===== config.mk =====
export PLATFORM = sky130hd
export DESIGN_NAME = spis
export DESIGN_NICKNAME = d
export VERILOG_FILES = /design/src/rtl/spis.sv
export SDC_FILE = /design/constraint.sdc
export NUM_CORES = 1
export LEC_CHECK = 0
export CORE_UTILIZATION = 35
export CTS_CLUSTER_SIZE = 14
export DETAILED_ROUTE_END_ITERATION = 16
export DONT_BUFFER_PORTS = 1
export GPL_TIMING_DRIVEN = 0
export PLACE_DENSITY = 0.55
export SLEW_MARGIN = 20
export SYNTH_ARGS = -nofsm -noshare
export SYNTH_HDL_FRONTEND = slang
export SYNTH_SLANG_ARGS = --single-unit

===== constraint.sdc =====
create_clock -name clk -period 6.1 [get_ports clk]
set_input_delay 0.61 -clock clk [delete_from_list [all_inputs] [get_ports clk]]
set_output_delay 0.61 -clock clk [all_outputs]
set_load 0.05 [all_outputs]

===== src/rtl/spis.sv =====
// SPI slave peripheral on the picorv32 native memory bus.
// Receives mode-0, MSB-first byte frames into an RX FIFO and returns bytes
// from a TX FIFO. When the TX FIFO is empty at a byte start, IDLE_BYTE is sent.
// The SPI pins are oversampled in the clk domain, so f_ck must not exceed f_clk/8.
// Optional feature macro: SPIS_IRQ_EN adds the irq output and the CTRL[3:2]
// interrupt enables.
module spis #(
    parameter int          FIFO_DEPTH = 8,
    parameter logic [7:0]  IDLE_BYTE  = 8'hFF
) (
    input  logic        clk,
    input  logic        rst_n,
    input  logic        mem_valid,
    output logic        mem_ready,
    input  logic [31:0] mem_addr,
    input  logic [31:0] mem_wdata,
    input  logic [3:0]  mem_wstrb,
    output logic [31:0] mem_rdata,
    input  logic        spi_cs,
    input  logic        spi_ck,
    input  logic [3:0]  spi_di,
    output logic [3:0]  spi_do,
    output logic [3:0]  spi_oe
`ifdef SPIS_IRQ_EN
    ,
    output logic        irq
`endif
);
    localparam int AW = $clog2(FIFO_DEPTH);

    typedef enum logic [1:0] {IDLE = 2'd0, LOAD = 2'd1, SHIFT = 2'd2} state_t;

    logic cs_s1_r, cs_s2_r, cs_d_r, ck_s1_r, ck_s2_r, ck_d_r, di_s1_r, di_s2_r;
    logic ck_rise_s, ck_fall_s, cs_fall_s;
    state_t state_r;
    logic [7:0] tx_sh_r, rx_sh_r, tx_head_s, rx_byte_s;
    logic [3:0] bit_cnt_r;
    logic miso_r, oe_r;
    logic ready_r;
    logic [31:0] rdata_r, rdata_s;
    logic ctrl_en_r, rx_ovf_r, tx_udf_r;
    logic [1:0] ctrl_ie_s;
    logic [7:0] rx_mem_r [FIFO_DEPTH];
    logic [7:0] tx_mem_r [FIFO_DEPTH];
    logic [AW:0] rx_wp_r, rx_rp_r, tx_wp_r, tx_rp_r, rx_level_s;
    logic rx_empty_s, rx_full_s, tx_empty_s, tx_full_s;
    logic acc_s, we_s, fsm_load_s;
    logic rx_pop_s, rx_push_req_s, rx_push_s, tx_push_req_s, tx_push_s, tx_pop_s;
    logic rx_ovf_set_s, tx_udf_set_s, flush_s, w1c_s;
    logic [1:0] sel_s;
    logic unused_s;

    assign unused_s = ^{mem_addr[31:4], mem_addr[1:0], mem_wdata[31:8], spi_di[3:1]};

    // Status derived from pointers; full when pointers differ only in the MSB.
    assign rx_level_s = rx_wp_r - rx_rp_r;
    assign rx_empty_s = (rx_wp_r == rx_rp_r);
    assign rx_full_s  = (rx_wp_r[AW] != rx_rp_r[AW]) && (rx_wp_r[AW-1:0] == rx_rp_r[AW-1:0]);
    assign tx_empty_s = (tx_wp_r == tx_rp_r);
    assign tx_full_s  = (tx_wp_r[AW] != tx_rp_r[AW]) && (tx_wp_r[AW-1:0] == tx_rp_r[AW-1:0]);

    assign ck_rise_s = ck_s2_r & ~ck_d_r;
    assign ck_fall_s = ~ck_s2_r & ck_d_r;
    assign cs_fall_s = cs_d_r & ~cs_s2_r;
    assign rx_byte_s = {rx_sh_r[6:0], di_s2_r};
    assign tx_head_s = tx_empty_s ? IDLE_BYTE : tx_mem_r[tx_rp_r[AW-1:0]];

    // Bus accesses act at the edge that raises mem_ready, so each access acts once.
    assign acc_s = mem_valid & ~ready_r;
    assign we_s  = |mem_wstrb;
    assign sel_s = mem_addr[3:2];

    assign fsm_load_s    = (state_r == LOAD) & ~cs_s2_r;
    assign rx_pop_s      = acc_s & ~we_s & (sel_s == 2'd0) & ~rx_empty_s;
    assign rx_push_req_s = (state_r == SHIFT) & ~cs_s2_r & ck_rise_s & (bit_cnt_r == 4'd7);
    assign rx_push_s     = rx_push_req_s & (~rx_full_s | rx_pop_s);
    assign rx_ovf_set_s  = rx_push_req_s & ~rx_push_s;
    assign tx_pop_s      = fsm_load_s & ~tx_empty_s;
    assign tx_udf_set_s  = fsm_load_s & tx_empty_s;
    assign tx_push_req_s = acc_s & we_s & (sel_s == 2'd0);
    assign tx_push_s     = tx_push_req_s & (~tx_full_s | tx_pop_s);
    assign flush_s       = acc_s & we_s & (sel_s == 2'd2) & mem_wdata[1];
    assign w1c_s         = acc_s & we_s & (sel_s == 2'd1);

    // Read-data mux for the register file.
    always_comb begin
        rdata_s = 32'h0;
        case (sel_s)
            2'd0: rdata_s = {24'h0, (rx_empty_s ? 8'h00 : rx_mem_r[rx_rp_r[AW-1:0]])};
            2'd1: rdata_s = {16'h0, 8'(rx_level_s), 1'b0, tx_udf_r, rx_ovf_r, ~cs_s2_r,
                             tx_full_s, tx_empty_s, rx_full_s, rx_empty_s};
            2'd2: rdata_s = {28'h0, ctrl_ie_s, 1'b0, ctrl_en_r};
            default: rdata_s = 32'h0;
        endcase
    end

    // Two-flop synchronisers for the SPI pins plus one delay stage for edge detection.
    always_ff @(posedge clk or negedge rst_n) begin
        if (!rst_n) begin
            cs_s1_r <= 1'b1; cs_s2_r <= 1'b1; cs_d_r <= 1'b1;
            ck_s1_r <= 1'b0; ck_s2_r <= 1'b0; ck_d_r <= 1'b0;
            di_s1_r <= 1'b0; di_s2_r <= 1'b0;
        end else begin
            cs_s1_r <= spi_cs;  cs_s2_r <= cs_s1_r; cs_d_r <= cs_s2_r;
            ck_s1_r <= spi_ck;  ck_s2_r <= ck_s1_r; ck_d_r <= ck_s2_r;
            di_s1_r <= spi_di[0]; di_s2_r <= di_s1_r;
        end
    end

    // Byte framing FSM; a deasserted chip select always wins and drops the partial byte.
    always_ff @(posedge clk or negedge rst_n) begin
        if (!rst_n) begin
            state_r   <= IDLE;
            tx_sh_r   <= 8'h00;
            rx_sh_r   <= 8'h00;
            bit_cnt_r <= 4'd0;
            miso_r    <= 1'b0;
            oe_r      <= 1'b0;
        end else if (cs_s2_r) begin
            state_r   <= IDLE;
            bit_cnt_r <= 4'd0;
            miso_r    <= 1'b0;
            oe_r      <= 1'b0;
        end else begin
            case (state_r)
                IDLE: begin
                    miso_r <= 1'b0;
                    oe_r   <= 1'b0;
                    if (cs_fall_s && ctrl_en_r) begin
                        state_r <= LOAD;
                    end
                end
                LOAD: begin
                    tx_sh_r   <= tx_head_s;
                    miso_r    <= tx_head_s[7];
                    oe_r      <= 1'b1;
                    bit_cnt_r <= 4'd0;
                    state_r   <= SHIFT;
                end
                SHIFT: begin
                    if (ck_rise_s) begin
                        rx_sh_r   <= rx_byte_s;
                        bit_cnt_r <= bit_cnt_r + 4'd1;
                    end else if (ck_fall_s) begin
                        if (bit_cnt_r == 4'd8) begin
                            if (ctrl_en_r) begin
                                state_r <= LOAD;
                            end else begin
                                state_r <= IDLE;
                                miso_r  <= 1'b0;
                                oe_r    <= 1'b0;
                            end
                        end else begin
                            tx_sh_r <= {tx_sh_r[6:0], 1'b0};
                            miso_r  <= tx_sh_r[6];
                        end
                    end
                end
                default: begin
                    state_r <= IDLE;
                    miso_r  <= 1'b0;
                    oe_r    <= 1'b0;
                end
            endcase
        end
    end

    // FIFO pointers and storage; flush empties both FIFOs and overrides traffic.
    always_ff @(posedge clk or negedge rst_n) begin
        if (!rst_n) begin
            rx_wp_r <= '0; rx_rp_r <= '0; tx_wp_r <= '0; tx_rp_r <= '0;
            for (int i = 0; i < FIFO_DEPTH; i++) begin
                rx_mem_r[i] <= 8'h00;
                tx_mem_r[i] <= 8'h00;
            end
        end else if (flush_s) begin
            rx_wp_r <= '0; rx_rp_r <= '0; tx_wp_r <= '0; tx_rp_r <= '0;
        end else begin
            if (rx_push_s) begin
                rx_mem_r[rx_wp_r[AW-1:0]] <= rx_byte_s;
                rx_wp_r <= rx_wp_r + 1'b1;
            end
            if (rx_pop_s) begin
                rx_rp_r <= rx_rp_r + 1'b1;
            end
            if (tx_push_s) begin
                tx_mem_r[tx_wp_r[AW-1:0]] <= mem_wdata[7:0];
                tx_wp_r <= tx_wp_r + 1'b1;
            end
            if (tx_pop_s) begin
                tx_rp_r <= tx_rp_r + 1'b1;
            end
        end
    end

    // Bus handshake, registered read data, control and sticky flags (set beats clear).
    always_ff @(posedge clk or negedge rst_n) begin
        if (!rst_n) begin
            ready_r   <= 1'b0;
            rdata_r   <= 32'h0;
            ctrl_en_r <= 1'b0;
            rx_ovf_r  <= 1'b0;
            tx_udf_r  <= 1'b0;
        end else begin
            ready_r <= acc_s;
            rdata_r <= acc_s ? rdata_s : 32'h0;
            if (acc_s && we_s && (sel_s == 2'd2)) begin
                ctrl_en_r <= mem_wdata[0];
            end
            if (rx_ovf_set_s) begin
                rx_ovf_r <= 1'b1;
            end else if (w1c_s && mem_wdata[5]) begin
                rx_ovf_r <= 1'b0;
            end
            if (tx_udf_set_s) begin
                tx_udf_r <= 1'b1;
            end else if (w1c_s && mem_wdata[6]) begin
                tx_udf_r <= 1'b0;
            end
        end
    end

`ifdef SPIS_IRQ_EN
    logic [1:0] ctrl_ie_r;
    logic irq_r;
    assign ctrl_ie_s = ctrl_ie_r;
    assign irq = irq_r;

    // Interrupt enables and the registered interrupt line.
    always_ff @(posedge clk or negedge rst_n) begin
        if (!rst_n) begin
            ctrl_ie_r <= 2'b00;
            irq_r     <= 1'b0;
        end else begin
            if (acc_s && we_s && (sel_s == 2'd2)) begin
                ctrl_ie_r <= mem_wdata[3:2];
            end
            irq_r <= (ctrl_ie_r[0] & ~rx_empty_s) | (ctrl_ie_r[1] & tx_empty_s) | rx_ovf_r;
        end
    end
`else
    assign ctrl_ie_s = 2'b00;
`endif

    assign mem_ready = ready_r;
    assign mem_rdata = rdata_r;
    assign spi_do    = {2'b00, miso_r, 1'b0};
    assign spi_oe    = {2'b00, oe_r, 1'b0};

endmodule

==> run_results.csv, run 1 <==
group,metric,value,unit
status,status,"finished clean",
routing,avgViaCountPerCell,5.27,
cells_and_area,final_util,0.406,
sta,min_period,3.51,ns
power,p_clk_frac,0.314,
sta,hold_violations,0,
power,seqPwrFrac,0.436,
power,power.internal,2480,uW
sta,setup_tns,0,ns
grt,grt_remaining_overflow,0,
cts,cts_setup_buffers,0,
routing,vias,5538,
sta,tightestPinTransition,0.946,ns
setup_path,cpMostUsedCell,"clkbuf_1",
cts,clockRootBuffer,"clkbuf_16",
setup_path,crit_arrival,3.82,ns
sta,setup_viol,0,
power,peakVddDrop,0.000190,V
power,p_per_area,354,nW/um2
floorplanning,dieArea,26900,um2
setup_path,start_kind,"flop",
logic_synthesis,synth_area_leader_cell,"dfrtp_1",
place,dp_hpwl,13800,um
setup_path,critical_path_class,"flop to flop",
cts,clock_path_buffers,2,
routing,drc,0,
sta,fin_crit_sh,0.575,
cells_and_area,drive_above_1_share,0.369,
grt,grt_use_total,0.168,
cts,holdBufCountCts,2,
power,power_frac_comb,0.251,
power,leakage,0.00486,uW
sta,timing.fmax,285,MHz
cts,cts_buffers,17,
place,port_buffers,0,
floorplanning,initial_utilization,0.361,
place,gp_congestion,0.789,
logic_synthesis,synth_ff_type,"dfrtp_1",
cts,htree_num_levels,4,
logic_synthesis,yosysWarnings,0,
power,switching_share,0.323,
setup_path,path_buf_inv,3,
worst_hold_path,hp-class,"input pin to flop",
cells_and_area,area_delta_synth_final,12.7,%
flow_run,maxCapViolations,0,
routing,wl,20800,um
logic_synthesis,synth-seq-area-share,0.518,
cts,clock_latency,0.44,ns
logic_synthesis,ys_types,67,
grt,grt_max_degree,188,
setup_path,cp-end-kind,"flop",
logic_synthesis,ys_ff_latch,190,
sta,grt_setup_unrepaired,"no",
setup_path,cp_slowest_stage_delay,0.63,ns
cts,cts_tree,"built",
sta,whs,0.166,ns
floorplanning,std_cell_rows,58,
floorplanning,fp.dieH,164,um
logic_synthesis,synth_edf_count,0,
setup_path,crit_chain,"clkbuf_1 -> inv_2 -> ha_1 -> nand3_1 -> a211o_1 -> clkbuf_1 -> nand4_1 -> mux2_2",
floorplanning,pin_count,118,
routing,drtIter0Drc,309,
logic_synthesis,synth.top_cell.area_share,0.510,
logic_synthesis,ys_top_cells_by_area,"dfrtp_1, mux2_2, mux4_2, buf_4, mux2i_1",
floorplanning,die_x,164,um
routing,wl_per_cell,19.8,um
logic_synthesis,async_flop_share,1.00,
cts,clock-sinks,190,
cells_and_area,antenna_cells,0,
setup_path,cp_data_required_time,6.41,ns
cells_and_area,finalNetCount,799,
power,switchingPower,1180,uW
logic_synthesis,synthesis.area,9180,um2
grt,antenna_found_initial,0,
sta,final_max_slew_viol_count,0,
cts,cts.repair.resized,0,
grt,grt_pass1_wl,33200,um
setup_path,critPathMaxFanout,9,
routing,firstDrtPassIters,5,
setup_path,crit_family,"buffers and inverters",
sta,clock_skew,0.0136,ns
floorplanning,core_area,25500,um2
sta,slew_headroom,0.369,
logic_synthesis,synth_cells,662,
routing,antenna_left,0,
logic_synthesis,syn_avg_cell_area,13.9,um2
grt,grt_pass1_vias,5724,
setup_path,cp_slowest_cell,"nand4_1",
cts,path_clk_slew,0.07,ns
[flip-flops by register name, indices dropped and copies added, names as in the netlist, 2 cells and up]
name,count
rx_rp_r,4
tx_rp_r,4
state_r,2
tx_wp_r,4
rx_wp_r,4
bit_cnt_r,4
rx_sh_r,7
tx_sh_r,7
mem_rdata,12
rx_mem_r,64
tx_mem_r,64
[cell usage in the layout, fill, tap and decap left out, types with 6 or more instances in the layout]
cell,n
dfrtp_1,187
mux2_2,136
mux4_2,32
buf_4,29
conb_1,26
inv_1,23
mux2i_1,19
nand2_1,17
clkbuf_16,17
ha_1,13
clkbuf_1,12
nand3_1,12
nor2_1,12
a21oi_1,12
buf_2,11
buf_1,10
o21ai_0,9
a21o_1,9
xnor2_1,7
o31ai_1,7
o22ai_1,6
nand4_1,6
nor2b_1,6
a221oi_1,6
[Yosys cell counts (10+ instances only)]
master,n
buf_2,11
ha_1,13
buf_1,10
mux2_2,136
clkbuf_1,12
dfrtp_1,187
nor2_1,12
a21oi_1,12
inv_1,23
mux2i_1,19
buf_4,29
nand3_1,12
mux4_2,32
nand2_1,17
[through the flow]
| step | cells | total power [uW] | setup WS [ns] | instance area [um2] |
|---|---|---|---|---|
| finish | 1051 | 3670 | 2.59 | 10300 |
| global route | 1051 | 3870 | 2.46 | 10300 |
| CTS | 1051 | 3710 | 2.58 | 10300 |
| detailed placement | 1017 | 2520 | 2.59 | 9690 |
| global placement | 1017 | 2480 | 2.64 | 9690 |
| floorplan | 687 | 2290 | 3.59 | 9280 |
[worst paths after layout]
kind                                        start                       end  slack (ns)  depth (start not counted)
max reg2reg                rx_rp_r[2]$_DFFE_PN0P_  rx_mem_r[26]$_DFFE_PN0P_        2.59                          8
min reg2reg                     cs_s1_r$_DFF_PN1_         cs_s2_r$_DFF_PN1_        0.36                          0
min in group asynchronous                   rst_n  tx_mem_r[53]$_DFFE_PN0P_        0.20                          1
max in group asynchronous                   rst_n  rx_mem_r[56]$_DFFE_PN0P_        5.17                          1
max                        rx_rp_r[2]$_DFFE_PN0P_  rx_mem_r[26]$_DFFE_PN0P_        2.59                          8
min                                        spi_cs         cs_s1_r$_DFF_PN1_        0.17                          0
[power by group through the flow]
stage | combinational, uW | clock, uW | sequential (uW)
finish | 920 | 1150 | 1600
global route | 1000 | 1240 | 1630
CTS | 933 | 1180 | 1600
detailed placement | 901 | 0 | 1620
global placement | 877 | 0 | 1600
floorplan | 713 | 0 | 1580
[area by class of cell]
type / count / area, um2
Timing Repair Buffer: 2 / 37.5
Buffer: 63 / 367
Clock buffer: 17 / 425
Inverter: 24 / 90.1
Tap cell: 330 / 413
Clock inverter: 15 / 196
Multi-Input combinational cell: 410 / 4060
Sequential cell: 190 / 4760
Fill cell: 2378 / 15100
[cell families after synthesis]
kind of cell,share of synthesized area
AO/OA/AOI/OAI,0.0613
XOR/XNOR,0.00954
adder cells (fa/ha/maj),0.0199
buffers and inverters,0.0497
flip-flops,0.518
multiplexers,0.271
other,0.000408
AND/OR/NAND/NOR,0.0702
[routing by layer]
| metal | up-vias | part of all wire | track usage |
|---|---|---|---|
| met3 | 16 | 0.029 | 0.0371 |
| met2 | 104 | 0.52 | 0.294 |
| met4 | 0 | 0.013 | 0.0476 |
| met5 | - | 0 | 0 |
| li1 | 2495 | - | - |
| met1 | 2923 | 0.43 | 0.206 |
No activity file was read; power rests on OpenSTA's default activity.
==> run 2, diff against run 1 <==
--- a/config.mk
+++ b/config.mk
@@ -10,7 +10,7 @@
 export DETAILED_ROUTE_END_ITERATION = 16
 export DONT_BUFFER_PORTS = 1
 export GPL_TIMING_DRIVEN = 0
-export PLACE_DENSITY = 0.55
+export PLACE_DENSITY = 0.57
 export SLEW_MARGIN = 20
 export SYNTH_ARGS = -nofsm -noshare
 export SYNTH_HDL_FRONTEND = slang
==> constraint.sdc (replaced) <==
create_clock -name clk -period 2.9 [get_ports clk]
set_input_delay 0.29 -clock clk [delete_from_list [all_inputs] [get_ports clk]]
set_output_delay 0.29 -clock clk [all_outputs]
set_load 0.05 [all_outputs]
==> run 2 against run 1 <==
  * Critical path depth down 2
  * Clock skew down 0.00060 ns
  * The run now ends with hold timing left
  * Die area unchanged
  * Combinational power up 110%
  * Hold slack worse by 0.62 ns
  * Routed wire length up 0.38%
  * Total power up 110%
  * Cell count up 2.6%
  * Sequential cell count unchanged
  * Non-clock buffer count up 27
  * Sequential power up 110%
  * Largest cell class unchanged
  * Register-to-register slack worse by 2.5 ns
  * Highest routed layer unchanged
  * Largest power group unchanged
==> run_results.csv, run 2 (synthesis results as in run 1) <==
group,metric,value,unit
flow_run,maxCapViolations,0,
floorplanning,fp.dieH,164,um
setup_path,cp_data_required_time,3.21,ns
cts,clock_path_buffers,2,
sta,grt_setup_unrepaired,"no",
cells_and_area,layout_common_cells,"dfrtp_1, mux2_2, buf_4",
setup_path,rr_endpoint,"tx_mem_r[5]$_DFFE_PN0P_",
setup_path,r2r_setup_slack,0.13,ns
grt,grt_remaining_overflow,0,
setup_path,endpoint,"tx_mem_r[5]$_DFFE_PN0P_",
cells_and_area,finalNetCount,826,
routing,avgViaCountPerCell,5.20,
routing,drc,0,
sta,final_max_slew_viol_count,0,
power,p_per_area,716,nW/um2
cts,clock_latency,0.43,ns
cts,clock-sinks,190,
cts,htree_num_levels,4,
cells_and_area,multiInputGateArea,4070,um2
routing,wl_per_cell,19.4,um
cells_and_area,area_delta_synth_final,15.5,%
sta,tightestPinTransition,0.860,ns
floorplanning,pin_count,118,
grt,grt_use_total,0.166,
sta,finalWorstSetupSlack,0.133,ns
sta,fin_crit_sh,0.954,
grt,grt_pass1_vias,6108,
floorplanning,die_x,164,um
setup_path,start_kind,"flop",
sta,min_period,2.77,ns
sta,hold_violations,190,
routing,drtIter0Drc,342,
cts,cts_tree,"built",
setup_path,r2r-start,"tx_rp_r[1]$_DFFE_PN0P_",
grt,grt_max_degree,191,
setup_path,worstSetupStartpoint,"tx_rp_r[1]$_DFFE_PN0P_",
power,power.internal,5230,uW
power,switching_share,0.311,
cts,clockRootBuffer,"clkbuf_16",
place,place_ws,-0.603,ns
sta,timing.fmax,361,MHz
cells_and_area,final-seq-area,4760,um2
floorplanning,dieArea,26900,um2
cells_and_area,final_common_cell,"dfrtp_1",
power,p_clk_frac,0.307,
power,peakVddDrop,0.000342,V
place,dp_hpwl,13900,um
setup_path,crit_arrival,3.08,ns
power,seqPwrFrac,0.442,
floorplanning,std_cell_rows,58,
cts,cts_buffers,17,
setup_path,critPathMaxFanout,10,
place,gp_congestion,0.771,
routing,vias,5610,
sta,slew_headroom,0.427,
place,dpl_cell_area,9690,um2
status,status,"complete, but fails checks",
routing,antenna_left,0,
floorplanning,initial_utilization,0.361,
power,switchingPower,2370,uW
cts,path_clk_slew,0.08,ns
grt,antenna_found_initial,0,
cells_and_area,drive_above_1_share,0.373,
power,leakage,0.00498,uW
floorplanning,core_area,25500,um2
cells_and_area,fill_cells,2301,
place,port_buffers,0,
routing,firstDrtPassIters,4,
grt,grt_pass1_wl,33500,um
setup_path,critical_path_class,"flop to flop",
setup_path,rr_worst_depth,6,
cells_and_area,final_area,10600,um2
power,power_frac_comb,0.251,
sta,clock_skew,0.0130,ns
cells_and_area,antenna_cells,0,
sta,setup_viol,0,
setup_path,cp-end-kind,"flop",
status,violations,"hold timing",
sta,whs,-0.455,ns
worst_hold_path,hp-class,"input pin to asynchronous set/reset pin",
routing,wl,20900,um
run 2: changes by cell type in the layout (fill, tap and decap cells not counted), moves of 2 or more:
cell / previous run / this run
buf_12: 0 / 3
buf_4: 29 / 37
clkbuf_1: 12 / 10
clkinv_4: 2 / 5
clkinv_8: 5 / 2
dfrtp_1: 187 / 185
dfrtp_2: 0 / 2
dlygate4sd3_1: 1 / 19
inv_8: 3 / 0
run 2: power groups by stage:
| stage | clock network, uW | registers [uW] | logic, uW |
|---|---|---|---|
| 2_1_floorplan | 0 | 3320 | 1500 |
| 3_3_place_gp | 0 | 3370 | 1820 |
| 3_5_place_dp | 0 | 3410 | 1890 |
| 4_1_cts | 2380 | 3360 | 1920 |
| 5_1_grt | 2500 | 3420 | 2060 |
| 6_report | 2330 | 3360 | 1910 |
run 2: timing repair:
item	CTS	global route
hold endpoints to repair	232	200
setup buffers	11	0
pin swaps	9	0
hold buffers	13	6
endpoints found under the setup margin	65	23
resized for setup	1	5
run 2: how the worst min path moves through the flow:
stage / startpoint / to / slack (ns) / cells after the start
3_5_place_dp: rst_n / tx_mem_r[52]$_DFFE_PN0P_ / -0.0007 / 0
6_report: rst_n / tx_mem_r[52]$_DFFE_PN0P_ / -0.46 / 0
3_3_place_gp: rst_n / tx_mem_r[52]$_DFFE_PN0P_ / -0.0008 / 0
2_1_floorplan: rst_n / bit_cnt_r[0]$_DFFE_PN0P_ / -0.006 / 0
4_1_cts: rst_n / tx_mem_r[52]$_DFFE_PN0P_ / -0.47 / 0
5_1_grt: rst_n / tx_mem_r[7]$_DFFE_PN0P_ / -0.48 / 0
run 2: critical path, cell delays in order (launching register included):
cell,delay [ns]
dfrtp_1,0.38
buf_2,0.25
xnor2_1,0.38
nand4b_1,0.18
clkbuf_1,0.29
o211ai_2,0.75
mux2_2,0.41
run 2: area by class of cell:
type                       count  area share
clock buffer                  18      0.0414
timing repair buffer          30      0.0293
sequential                   190       0.449
buffer                        62      0.0350
inverter                      24     0.00849
clock inverter                14      0.0145
tap                          330      0.0389
multi-input combinational    410       0.384
run 2: metal layers:
metal,vias up,part of all wire,GRT usage
met5,-,0,0
met4,0,0.018,0.0636
met3,21,0.030,0.0295
met2,102,0.53,0.296
met1,2934,0.42,0.197
li1,2553,-,-
run 2: through the flow:
stage	instances	power [uW]	utilization	TNS, ns
floorplan	687	4820	-	0
global placement	1017	5190	0.380	-19.74
detailed placement	1017	5300	0.380	-24.39
CTS	1072	7660	0.413	0
global route	1078	7980	0.416	0
finish	1078	7590	0.416	0
==> run 3, diff against run 2 <==
--- a/config.mk
+++ b/config.mk
@@ -5,12 +5,12 @@
 export SDC_FILE = /design/constraint.sdc
 export NUM_CORES = 1
 export LEC_CHECK = 0
-export CORE_UTILIZATION = 35
+export CORE_UTILIZATION = 58
 export CTS_CLUSTER_SIZE = 14
 export DETAILED_ROUTE_END_ITERATION = 16
 export DONT_BUFFER_PORTS = 1
 export GPL_TIMING_DRIVEN = 0
-export PLACE_DENSITY = 0.57
+export PLACE_DENSITY = 0.82
 export SLEW_MARGIN = 20
 export SYNTH_ARGS = -nofsm -noshare
 export SYNTH_HDL_FRONTEND = slang
==> run 3 against run 2 <==
  * The flow still finishes with violations (hold timing)
  * Cell count shrank 12%
  * Routed wire length shrank 5.7%
  * Via count grew 2.4%
  * Sequential cell count is the same
  * Critical path type unchanged
  * Critical endpoint is now rx_mem_r[14]$_DFFE_PN0P_
  * Largest cell class unchanged
==> run_results.csv, run 3 (synthesis results as in run 1) <==
group,metric,value,unit
status,status,"complete, but fails checks",
status,violations,"hold timing",
worst_hold_path,hp-class,"input pin to asynchronous set/reset pin",
grt,grt_max_degree,191,
floorplanning,fp.dieH,128,um
grt,grt_remaining_overflow,0,
power,switchingPower,2390,uW
routing,wl,19700,um
place,port_buffers,0,
setup_path,cp-end-kind,"flop",
grt,grt_pass1_wl,31900,um
floorplanning,initial_utilization,0.600,
cts,clockRootBuffer,"clkbuf_16",
sta,clock_skew,0.0125,ns
floorplanning,dieArea,16300,um2
power,finalPower,7580,uW
routing,wl_per_cell,20.7,um
routing,avgViaCountPerCell,6.03,
routing,firstDrtPassIters,5,
setup_path,crit_chain,"inv_1 -> ha_1 -> nand3_1 -> a211o_1 -> clkbuf_1 -> nand4_1 -> buf_4 -> mux2_2",
cells_and_area,antenna_cells,0,
grt,antenna_found_initial,0,
place,gp_congestion,0.850,
setup_path,start_kind,"flop",
cells_and_area,area_delta_synth_final,12.5,%
cells_and_area,drive_above_1_share,0.375,
sta,grt_setup_unrepaired,"no",
sta,final_max_slew_viol_count,0,
cts,clock-sinks,190,
cts,clock_path_buffers,2,
cells_and_area,layout_common_cells,"dfrtp_1, mux2_2, buf_4",
setup_path,crit_arrival,3.08,ns
setup_path,cp_slowest_stage_delay,0.54,ns
floorplanning,pin_count,118,
cts,htree_num_levels,4,
place,placed_cells,898,
power,switching_share,0.315,
grt,grt_use_total,0.262,
power,p_clk_frac,0.301,
setup_path,cp_data_required_time,3.21,ns
setup_path,critPathMaxFanout,8,
cts,path_clk_slew,0.07,ns
power,seqPwrFrac,0.445,
setup_path,crit_family,"buffers and inverters",
sta,timing.fmax,361,MHz
sta,min_period,2.77,ns
floorplanning,std_cell_rows,45,
floorplanning,die_x,128,um
flow_run,maxCapViolations,0,
sta,tightestPinTransition,0.943,ns
setup_path,path_buf_inv,3,
cells_and_area,final_common_cell,"dfrtp_1",
cells_and_area,final_area,10300,um2
cts,cts_tree,"built",
cts,cts_buffers,17,
power,power_frac_comb,0.253,
floorplanning,core_area,15300,um2
sta,setup_viol,0,
place,dpl_cell_area,9540,um2
setup_path,worstSetupStartpoint,"rx_rp_r[1]$_DFFE_PN0P_",
cells_and_area,fin_cells,952,
cts,clock_latency,0.44,ns
power,p_per_area,734,nW/um2
power,peakVddDrop,0.000586,V
sta,slew_headroom,0.367,
setup_path,cp_slowest_cell,"dfrtp_1",
grt,grt_pass1_vias,5924,
power,leakage,0.00494,uW
setup_path,r2r-start,"rx_rp_r[1]$_DFFE_PN0P_",
sta,whs,-0.456,ns
routing,antenna_left,0,
place,dp_hpwl,12500,um
routing,drtIter0Drc,432,
setup_path,critical_path_class,"flop to flop",
routing,vias,5742,
power,power.internal,5190,uW
routing,drc,0,
cells_and_area,finalNetCount,819,
sta,fin_crit_sh,0.955,
sta,hold_violations,190,
==> run 3: worst paths after layout <==
check	cells after the start	slack [ns]	endpoint
worst max-delay path	8	0.13	rx_mem_r[14]$_DFFE_PN0P_
worst min-delay path	0	-0.46	mem_rdata[11]$_DFF_PN0_
worst max register to register	8	0.13	rx_mem_r[14]$_DFFE_PN0P_
worst min register to register	0	0.35	di_s2_r$_DFF_PN0_
max in group asynchronous	0	3.10	cs_s2_r$_DFF_PN1_
min in group clk	1	0.01	tx_mem_r[52]$_DFFE_PN0P_
==> run 3: cell type report <==
type / count / area, um2
Fill cell: 1072 / 4980
Buffer: 61 / 359
Inverter: 24 / 90.1
Tap cell: 211 / 264
Timing Repair Buffer: 24 / 223
Clock buffer: 17 / 425
Clock inverter: 15 / 149
Sequential cell: 190 / 4760
Multi-Input combinational cell: 410 / 4060
==> run 3: layer usage <==
metal	track usage	wire length (um)	vias to the layer above
li1	-	-	2532
met1	0.364	8600	2932
met2	0.408	9310	241
met3	0.0543	1380	37
met4	0.0997	423	0
met5	0	0	-
==> run 3: through the flow <==
stage	setup slack [ns]	setup TNS (ns)	util
2_1_floorplan	0.395	0	-
3_3_place_gp	-0.346	-16.13	0.623
3_5_place_dp	-0.407	-17.87	0.623
4_1_cts	0.0297	0	0.674
5_1_grt	0.0199	0	0.675
6_report	0.131	0	0.675
==> run 3: timing repair <==
item | CTS | global route
endpoints found under the hold margin | 246 | 191
hold buffers | 11 | 1
gates resized for setup | 0 | 1
setup buffers | 11 | 1
pin swaps | 9 | 1
endpoints found under the setup margin | 66 | 64
==> run 3: power by group through the flow <==
stage	clock (uW)	sequential (uW)	combinational (uW)
after floorplan	0	3320	1500
after global placement	0	3370	1780
after detailed placement	0	3410	1870
after CTS	2310	3370	1910
after global routing	2410	3420	2070
final	2280	3380	1920
==> run 3: worst reg2reg max path, stage by stage (launching register included) <==
cell and delay, ns:
dfrtp_1 0.54, inv_1 0.20, ha_1 0.33, nand3_1 0.25
a211o_1 0.36, clkbuf_1 0.20, nand4_1 0.16, buf_4 0.25
mux2_2 0.36
